$ cat config.mk
export PLATFORM = sky130hd
export DESIGN_NAME = ram_stream_reader
export DESIGN_NICKNAME = d
export VERILOG_FILES = /design/src/rtl/ram_stream_reader.sv
export SDC_FILE = /design/constraint.sdc
export NUM_CORES = 1
export LEC_CHECK = 0
export CORE_MARGIN = 2
export CORE_UTILIZATION = 52
export DETAILED_ROUTE_END_ITERATION = 6
export HOLD_SLACK_MARGIN = 0.02
export PLACE_DENSITY = 0.84
export SETUP_SLACK_MARGIN = 0.02
export SYNTH_ARGS = -nofsm -noshare
export SYNTH_HDL_FRONTEND = slang
export SYNTH_SLANG_ARGS = --single-unit
$ cat constraint.sdc
create_clock -name clk -period 3.5 [get_ports clk]
set_input_delay 0.7 -clock clk [delete_from_list [all_inputs] [get_ports clk]]
set_output_delay 0.7 -clock clk [all_outputs]
set_load 0.005 [all_outputs]
$ cat src/rtl/ram_stream_reader.sv
// Block-read engine: walks a wrapping address range of a 1-cycle-latency RAM and streams the words out valid/ready.
// Define RAM_READER_LAST_EN to add the m_last output and its beat tracking.
module ram_stream_reader #(
  parameter int ADDR_W = 6,
  parameter int DATA_W = 8
) (
  input  logic              clk,
  input  logic              rst,
  input  logic              start,
  input  logic [ADDR_W-1:0] base_addr,
  input  logic [ADDR_W:0]   len,
  output logic              busy,
  output logic              done,
  output logic [ADDR_W-1:0] ram_read_addr,
  input  logic [DATA_W-1:0] ram_q,
  output logic [DATA_W-1:0] m_data,
  output logic              m_valid,
  input  logic              m_ready
`ifdef RAM_READER_LAST_EN
  ,
  output logic              m_last
`endif
);

  typedef enum logic [1:0] {IDLE, RUN, DRAIN, FIN} state_t;

  state_t            state;
  logic [ADDR_W:0]   len_r;
  logic [ADDR_W:0]   issue_cnt;
  logic              vld_p0;
  logic              vld_p1;
  logic [DATA_W-1:0] fifo_mem [2];
  logic              wr_ptr;
  logic              rd_ptr;
  logic [1:0]        fifo_count;
  logic [2:0]        occ;
  logic              pop;
  logic              last_issue;
  logic              final_pop;

  assign m_valid    = (fifo_count != 2'd0);
  assign pop        = m_valid && m_ready;
  // Words already owed to the FIFO after this cycle's pop; a new read may only go out if one slot stays free.
  assign occ        = 3'(fifo_count) + 3'(vld_p1) - 3'(pop);
  assign vld_p0     = (state == RUN) && (occ < 3'd2);
  assign last_issue = vld_p0 && (issue_cnt == len_r - (ADDR_W+1)'(1));
  assign final_pop  = (state == DRAIN) && pop && (fifo_count == 2'd1) && !vld_p1;
  assign m_data     = m_valid ? fifo_mem[rd_ptr] : '0;

  always_ff @(posedge clk) begin
    if (rst) begin
      state         <= IDLE;
      busy          <= 1'b0;
      done          <= 1'b0;
      ram_read_addr <= '0;
      len_r         <= '0;
      issue_cnt     <= '0;
      vld_p1        <= 1'b0;
      wr_ptr        <= 1'b0;
      rd_ptr        <= 1'b0;
      fifo_count    <= 2'd0;
    end else begin
      done <= 1'b0;
      // p0 -> p1: address registered by the RAM, its word is on ram_q next cycle
      vld_p1     <= vld_p0;
      fifo_count <= fifo_count + 2'(vld_p1) - 2'(pop);
      if (vld_p1) wr_ptr <= ~wr_ptr;
      if (pop)    rd_ptr <= ~rd_ptr;
      if (vld_p0) begin
        issue_cnt <= issue_cnt + (ADDR_W+1)'(1);
        if (!last_issue) ram_read_addr <= ram_read_addr + ADDR_W'(1);
      end
      case (state)
        IDLE: begin
          if (start) begin
            if (len != '0) begin
              state         <= RUN;
              busy          <= 1'b1;
              len_r         <= len;
              issue_cnt     <= '0;
              ram_read_addr <= base_addr;
            end else begin
              state <= FIN;
              done  <= 1'b1;
            end
          end
        end
        RUN: begin
          if (last_issue) state <= DRAIN;
        end
        DRAIN: begin
          if (final_pop) begin
            state <= FIN;
            busy  <= 1'b0;
            done  <= 1'b1;
          end
        end
        default: state <= IDLE;
      endcase
    end
  end

  // p1 -> FIFO: capture the RAM word at the end of the cycle it is presented
  always_ff @(posedge clk) begin
    if (vld_p1) fifo_mem[wr_ptr] <= ram_q;
  end

`ifdef RAM_READER_LAST_EN
  logic [ADDR_W:0] beat_cnt;

  always_ff @(posedge clk) begin
    if (rst) begin
      beat_cnt <= '0;
    end else if (state == IDLE && start) begin
      beat_cnt <= '0;
    end else if (pop) begin
      beat_cnt <= beat_cnt + (ADDR_W+1)'(1);
    end
  end

  assign m_last = m_valid && (beat_cnt == len_r - (ADDR_W+1)'(1));
`endif

endmodule

==> flow_metrics.env, run 1 <==
export IMPL_num_vias=1773
export IMPL_start_util_pct=55.3
export IMPL_htree_levels=2
export IMPL_cts_tree="yes"
export IMPL_cpLargestDelayFamily="simple AND/OR/NAND/NOR gates"
export IMPL_reg2reg_to="ram_read_addr[5]$_SDFF_PP0_"
export IMPL_maxCapViolations=0
export IMPL_grt_pass1_vias=1654
export IMPL_r2r_start="fifo_count[1]$_SDFF_PP0_"
export IMPL_rsz0062_at_grt="false"
export IMPL_path_class="primary input to register"
export IMPL_routabilityCongestion=0.825
export IMPL_critPathMaxStageDelay_ns=0.52
export IMPL_drive_gt1_share_pct=7.84
export IMPL_antennaDiodeCount=0
export IMPL_cts_repair_resized=0
export IMPL_async_flop_share_pct=0
export IMPL_fmax_mhz=315
export IMPL_dr_first_iter_drc_count=107
export IMPL_cts_setup_buffers=0
export IMPL_root_buffer="clkbuf_8"
export IMPL_path_cells="clkdlybuf4s50_1 > nand2_1 > mux2i_1 > ha_1 > inv_1 > fa_1 > xnor2_1 > and3_1 > nand4_1 > or4_1 > a311oi_2"
export IMPL_vdd_ir_drop_max_v=0.000359
export IMPL_cp_end_kind="register"
export IMPL_cp_start_kind="primary input"
export IMPL_fin_util_pct=68.2
export IMPL_fin_worst_skew_ns=0.00731
export IMPL_tightest_slew_ns=0.932
export IMPL_die_height_um=69.9
export IMPL_synth_warnings=0
export IMPL_status="finished, final reports clean"
export IMPL_ys_seq_area_share_pct=47.8
export IMPL_cp_max_fo=4
export IMPL_fin_ws_ns=0.322
export IMPL_syn_area_per_cell_um2=10.0
export IMPL_dieArea_um2=4890
export IMPL_slew_viol_final=0
export IMPL_final_cell_mix="41 x clkdlybuf4s50_1, 32 x nor2_1, 30 x dfxtp_1, 23 x nand2_1, 16 x edfxtp_1"
export IMPL_finalHoldViolCount=0
export IMPL_clkTransAtPathRegs_ns=0.09
export IMPL_grt_first_pass_wirelength_mm=7.38
export IMPL_grt_overflow_total=0
export IMPL_cp_required_ns=3.71
export IMPL_min_period_ns=3.18
export IMPL_syn_area_um2=2260
export IMPL_grt_max_degree=26
export IMPL_vias_per_cell=5.58
export IMPL_critPathArrivalTime_ns=3.38
export IMPL_nNetsFinal=301
export IMPL_track_usage_pct=19.2
export IMPL_r2r_slack_ns=0.77
export IMPL_numCtsBuffers=5
export IMPL_total_power_mw=1.64
export IMPL_die_w_um=69.9
export IMPL_netlist_top_cells_area="dfxtp_1 27%, edfxtp_1 21%, nor2_1 5.3%"
export IMPL_core_area_um2=4090
export IMPL_drtAntennaViolNets=0
export IMPL_ys_flop_type="dfxtp_1"
export IMPL_finalSetupTns_ns=0
export IMPL_worst_path_max_delay_cell="clkdlybuf4s50_1"
export IMPL_ys_seq_elements=46
export IMPL_crit_cells=11
export IMPL_clockBufferDepth=2
export IMPL_synth_top_area_share_pct=26.6
export IMPL_avgRoutedWirePerCell_um=14.1
export IMPL_critPathLaunch="m_ready"
export IMPL_ys_types=45
export IMPL_io_buffers=41
export IMPL_period_share_pct=90.8
export IMPL_ctsHoldBuffers=0
export IMPL_synth_edf_count=16
export IMPL_syn2layout_area_growth_pct=23.3
export IMPL_synth_nets=260
export IMPL_grt_antenna_before_repair=0
export IMPL_hold_path_class="register to register"
export IMPL_clk_latency_ns=0.30
export IMPL_reg2reg_depth=10
export IMPL_power_density_nw_per_um2=588
export IMPL_dr_pass1_iters=4
export IMPL_rows=23
export IMPL_drc=0
export IMPL_routed_wl_mm=4.48
export IMPL_slew_headroom_pct=37.6
export IMPL_synth_top_area_cell="dfxtp_1"
export IMPL_cts_sinks=46
export IMPL_endpoint="ram_read_addr[5]$_SDFF_PP0_"
export IMPL_dpl_worst_slack_ns=0.0310
export IMPL_dp_hpwl_mm=3.32
export IMPL_ios=42
export IMPL_p_leak_nw=0.992
export IMPL_setup_violations_final=0
export IMPL_synth_cells=226
export IMPL_mostFrequentLayoutCell="clkdlybuf4s50_1"
export IMPL_hold_slack_ns=0.512
export IMPL_cp_num_buf_inv=2
[routing by layer]
| layer | wire length, um | global-route usage (%) | up-vias |
|---|---|---|---|
| li1 | - | - | 889 |
| met2 | 2170 | 31.9 | 45 |
| met3 | 234 | 4.76 | 9 |
| met1 | 1990 | 24.0 | 830 |
| met5 | 0 | 0 | - |
| met4 | 87 | 7.26 | 0 |
[power by group]
| group | internal [mW] | switching, mW | leakage (nW) |
|---|---|---|---|
| logic | 0.299 | 0.293 | 0.561 |
| clock network | 0.140 | 0.180 | 0.0403 |
| registers | 0.641 | 0.0863 | 0.390 |
[worst reg2reg max path: stages (launching register included)]
cell	delay, ns
dfxtp_1	0.45
nand2_1	0.10
mux2i_1	0.13
ha_1	0.17
inv_1	0.05
fa_1	0.37
xnor2_1	0.22
and3_1	0.22
nand4_1	0.15
or4_1	0.52
a311oi_2	0.25
[kinds of logic after synthesis]
| family | after synthesis | share of synthesized area (%) |
|---|---|---|
| AOI/OAI and AO/OA | 35 | 11.5 |
| muxes | 11 | 5.09 |
| DFF | 46 | 47.8 |
| adders and majority gates | 9 | 5.31 |
| xor gates and xnor gates | 15 | 5.81 |
| and+or+nand+nor | 91 | 20.4 |
| buffers and inverters | 19 | 4.10 |
[metrics by stage]
stage	instances	cell area, um^2
after floorplan	226	2260
after CTS	318	2790
after global routing	318	2790
final	318	2790
after global placement	310	2700
after detailed placement	310	2700
[synth_stat cells, types with 2 or more instances]
master	instances
edfxtp_1	16
nand3_1	2
or4_4	2
nor2b_1	3
nor4_1	4
o31ai_1	4
or4_1	3
nand2_1	23
clkbuf_1	5
and3_1	4
a311oi_1	5
nand4_1	6
dfxtp_1	30
buf_2	2
mux2i_1	10
ha_1	8
or3_1	3
a31oi_1	3
o21ai_0	3
nor3_1	2
nand2b_1	2
buf_6	2
xnor2_1	6
a21oi_1	10
xor2_1	9
inv_1	9
nor2_1	32
[registers in the layout (all words and copies together), names as in the netlist, 2 cells and up, named ones only]
name and count:
fifo_mem 16, issue_cnt 7, ram_read_addr 6, state 2, fifo_count 2, len_r 7
[worst min path at each step]
stage	start	endpoint	slack (ns)	depth (start not counted)
floorplan	len_r[6]$_SDFFE_PP0P_	len_r[6]$_SDFFE_PP0P_	0.45	2
global placement	len_r[5]$_SDFFE_PP0P_	len_r[5]$_SDFFE_PP0P_	0.48	2
detailed placement	len_r[6]$_SDFFE_PP0P_	len_r[6]$_SDFFE_PP0P_	0.49	2
CTS	len_r[6]$_SDFFE_PP0P_	len_r[6]$_SDFFE_PP0P_	0.50	2
global route	rd_ptr$_SDFFE_PP0P_	register	0.54	2
finish	rd_ptr$_SDFFE_PP0P_	register	0.51	2
[cell type report]
cell class              instances  area (um^2)
fillers                       327         1300
multi-input cells             161         1090
flip-flops and latches         46         1080
repair buffers                 44          433
clock buffers                   5         68.8
well taps                      50         62.6
inverters                       9         33.8
clock inverters                 3         21.3
No activity file was read; power rests on OpenSTA's default activity.
==> inputs of run 2 (changes only) <==
CORE_UTILIZATION = 30   (was 52)
PLACE_DENSITY = 0.55   (was 0.84)
==> run 2 against run 1 <==
Sequential power is 0.7% lower. Global-route usage is 7.3 points lower. Combinational power hardly changed. Via count is 2.4% lower. Clock power is 5% higher.
==> flow_metrics.env, run 2 (same netlist as run 1, synthesis figures left out) <==
export IMPL_cts_sinks=46
export IMPL_finalSetupTns_ns=0
export IMPL_cp_start_kind="primary input"
export IMPL_clkPwrFrac_pct=20.4
export IMPL_drtAntennaViolNets=0
export IMPL_wl_met3_um=158
export IMPL_die_w_um=90.8
export IMPL_top_regs="fifo_mem (16), issue_cnt (7), len_r (7)"
export IMPL_htree_levels=2
export IMPL_fin_worst_skew_ns=0.00695
export IMPL_clockBufferDepth=2
export IMPL_dp_hpwl_mm=3.48
export IMPL_power_density_nw_per_um2=575
export IMPL_die_height_um=90.8
export IMPL_fill_cells=752
export IMPL_vdd_ir_drop_max_v=0.000249
export IMPL_grt_pass1_vias=1691
export IMPL_intPower_mw=1.09
export IMPL_rows=31
export IMPL_cts_setup_buffers=0
export IMPL_routabilityCongestion=0.801
export IMPL_top_layer="met4"
export IMPL_core_area_um2=7290
export IMPL_status="finished, final reports clean"
export IMPL_dr_first_iter_drc_count=90
export IMPL_drc=0
export IMPL_fmax_mhz=325
export IMPL_critPathArrivalTime_ns=3.29
export IMPL_cp_end_kind="register"
export IMPL_grt_overflow_total=0
export IMPL_seqPwrFrac_pct=43.9
export IMPL_critPathMaxStageDelay_ns=0.52
export IMPL_largest_reg_flops=16
export IMPL_ctsHoldBuffers=0
export IMPL_nNetsFinal=303
export IMPL_p_sw_share_pct=34.2
export IMPL_clkTransAtPathRegs_ns=0.09
export IMPL_worst_path_max_delay_cell="clkdlybuf4s50_1"
export IMPL_cp_max_fo=7
export IMPL_ios=42
export IMPL_finalHoldViolCount=0
export IMPL_hold_slack_ns=0.476
export IMPL_io_buffers=41
export IMPL_syn2layout_area_growth_pct=26.8
export IMPL_cp_num_buf_inv=3
export IMPL_cts_tree="yes"
export IMPL_cpLargestDelayFamily="buffers and inverters"
export IMPL_slew_headroom_pct=50.4
export IMPL_min_period_ns=3.08
export IMPL_switchingPower_uw=564
export IMPL_final_cell_mix="41 x clkdlybuf4s50_1, 32 x nor2_1, 30 x dfxtp_1, 23 x nand2_1, 16 x edfxtp_1"
export IMPL_wl_met1_mm=2.33
export IMPL_grt_antenna_before_repair=0
export IMPL_cp_required_ns=3.71
export IMPL_num_vias=1731
export IMPL_path_cells="clkdlybuf4s50_1 > nand2_1 > mux2i_1 > ha_1 > inv_1 > fa_1 > xnor2_1 > and3_1 > buf_4 > nand4_1 > or3_1 > a311oi_1"
export IMPL_rsz0062_at_grt="false"
export IMPL_mostFrequentLayoutCell="clkdlybuf4s50_1"
export IMPL_dr_pass1_iters=4
export IMPL_p_leak_nw=1.01
export IMPL_maxCapViolations=0
export IMPL_setup_violations_final=0
export IMPL_antennaDiodeCount=0
export IMPL_clk_latency_ns=0.30
export IMPL_start_util_pct=31.0
export IMPL_grt_max_degree=20
export IMPL_period_share_pct=88.0
export IMPL_power_frac_comb_pct=35.8
export IMPL_regMostFlops="fifo_mem"
export IMPL_path_class="primary input to register"
export IMPL_tightest_slew_ns=0.742
export IMPL_drive_gt1_share_pct=8.52
export IMPL_wl_met2_mm=2.15
export IMPL_dieArea_um2=8250
export IMPL_track_usage_pct=11.8
export IMPL_routed_wl_mm=4.71
export IMPL_vias_per_cell=4.69
export IMPL_slew_viol_final=0
export IMPL_grt_first_pass_wirelength_mm=7.87
export IMPL_root_buffer="clkbuf_8"
export IMPL_hold_path_class="register to register"
export IMPL_numCtsBuffers=5
export IMPL_cts_repair_resized=0
export IMPL_avgRoutedWirePerCell_um=12.8
export IMPL_r2r_slack_ns=0.87
## run 2: worst reg2reg max path: cells and delay by family, from the launching register on
family | cells | cell delay (ns)
muxes | 1 | 0.15
buffers and inverters | 2 | 0.23
adders and majority gates | 2 | 0.53
DFF | 1 | 0.46
AOI/OAI and AO/OA | 1 | 0.24
xor gates and xnor gates | 1 | 0.19
and+or+nand+nor | 4 | 0.76
## run 2: final timing paths
check	from	to	depth (start not counted)
min	len_r[6]$_SDFFE_PP0P_	len_r[6]$_SDFFE_PP0P_	2
max reg2reg	fifo_count[1]$_SDFF_PP0_	ram_read_addr[4]$_SDFF_PP0_	11
max	m_ready	ram_read_addr[4]$_SDFF_PP0_	12
min reg2reg	len_r[6]$_SDFFE_PP0P_	len_r[6]$_SDFFE_PP0P_	2
## run 2: stage by stage
stage,total power [mW],util (%),instance area (um^2),setup WS (ns),instances
3_5_place_dp,1.33,38.0,2770,0.0780,361
3_3_place_gp,1.33,38.0,2770,0.156,361
4_1_cts,1.67,39.3,2870,0.399,369
2_1_floorplan,1.12,-,2260,0.621,226
6_report,1.65,39.3,2870,0.419,369
5_1_grt,1.76,39.3,2870,0.190,369
## run 2: layer usage
layer | up-vias | global-route usage [%]
met1 | 803 | 15.5
li1 | 891 | -
met4 | 0 | 3.79
met2 | 32 | 19.2
met3 | 5 | 2.84
met5 | - | 0
## run 2: layout make-up
class                   count  area [um^2]  share of cell area, %
clock buffers               5         68.8                   2.40
clock inverters             3         25.0                  0.873
inverters                   9         33.8                   1.18
multi-input cells         161         1090                   37.9
flip-flops and latches     46         1080                   37.7
well taps                  99          124                   4.32
repair buffers             46          448                   15.6
## run 2: power groups by stage
stage	combinational, mW	sequential, mW	clock, mW
after floorplan	0.401	0.714	0
after global placement	0.589	0.736	0
after detailed placement	0.596	0.737	0
after CTS	0.599	0.725	0.346
after global routing	0.662	0.738	0.365
final	0.590	0.723	0.336
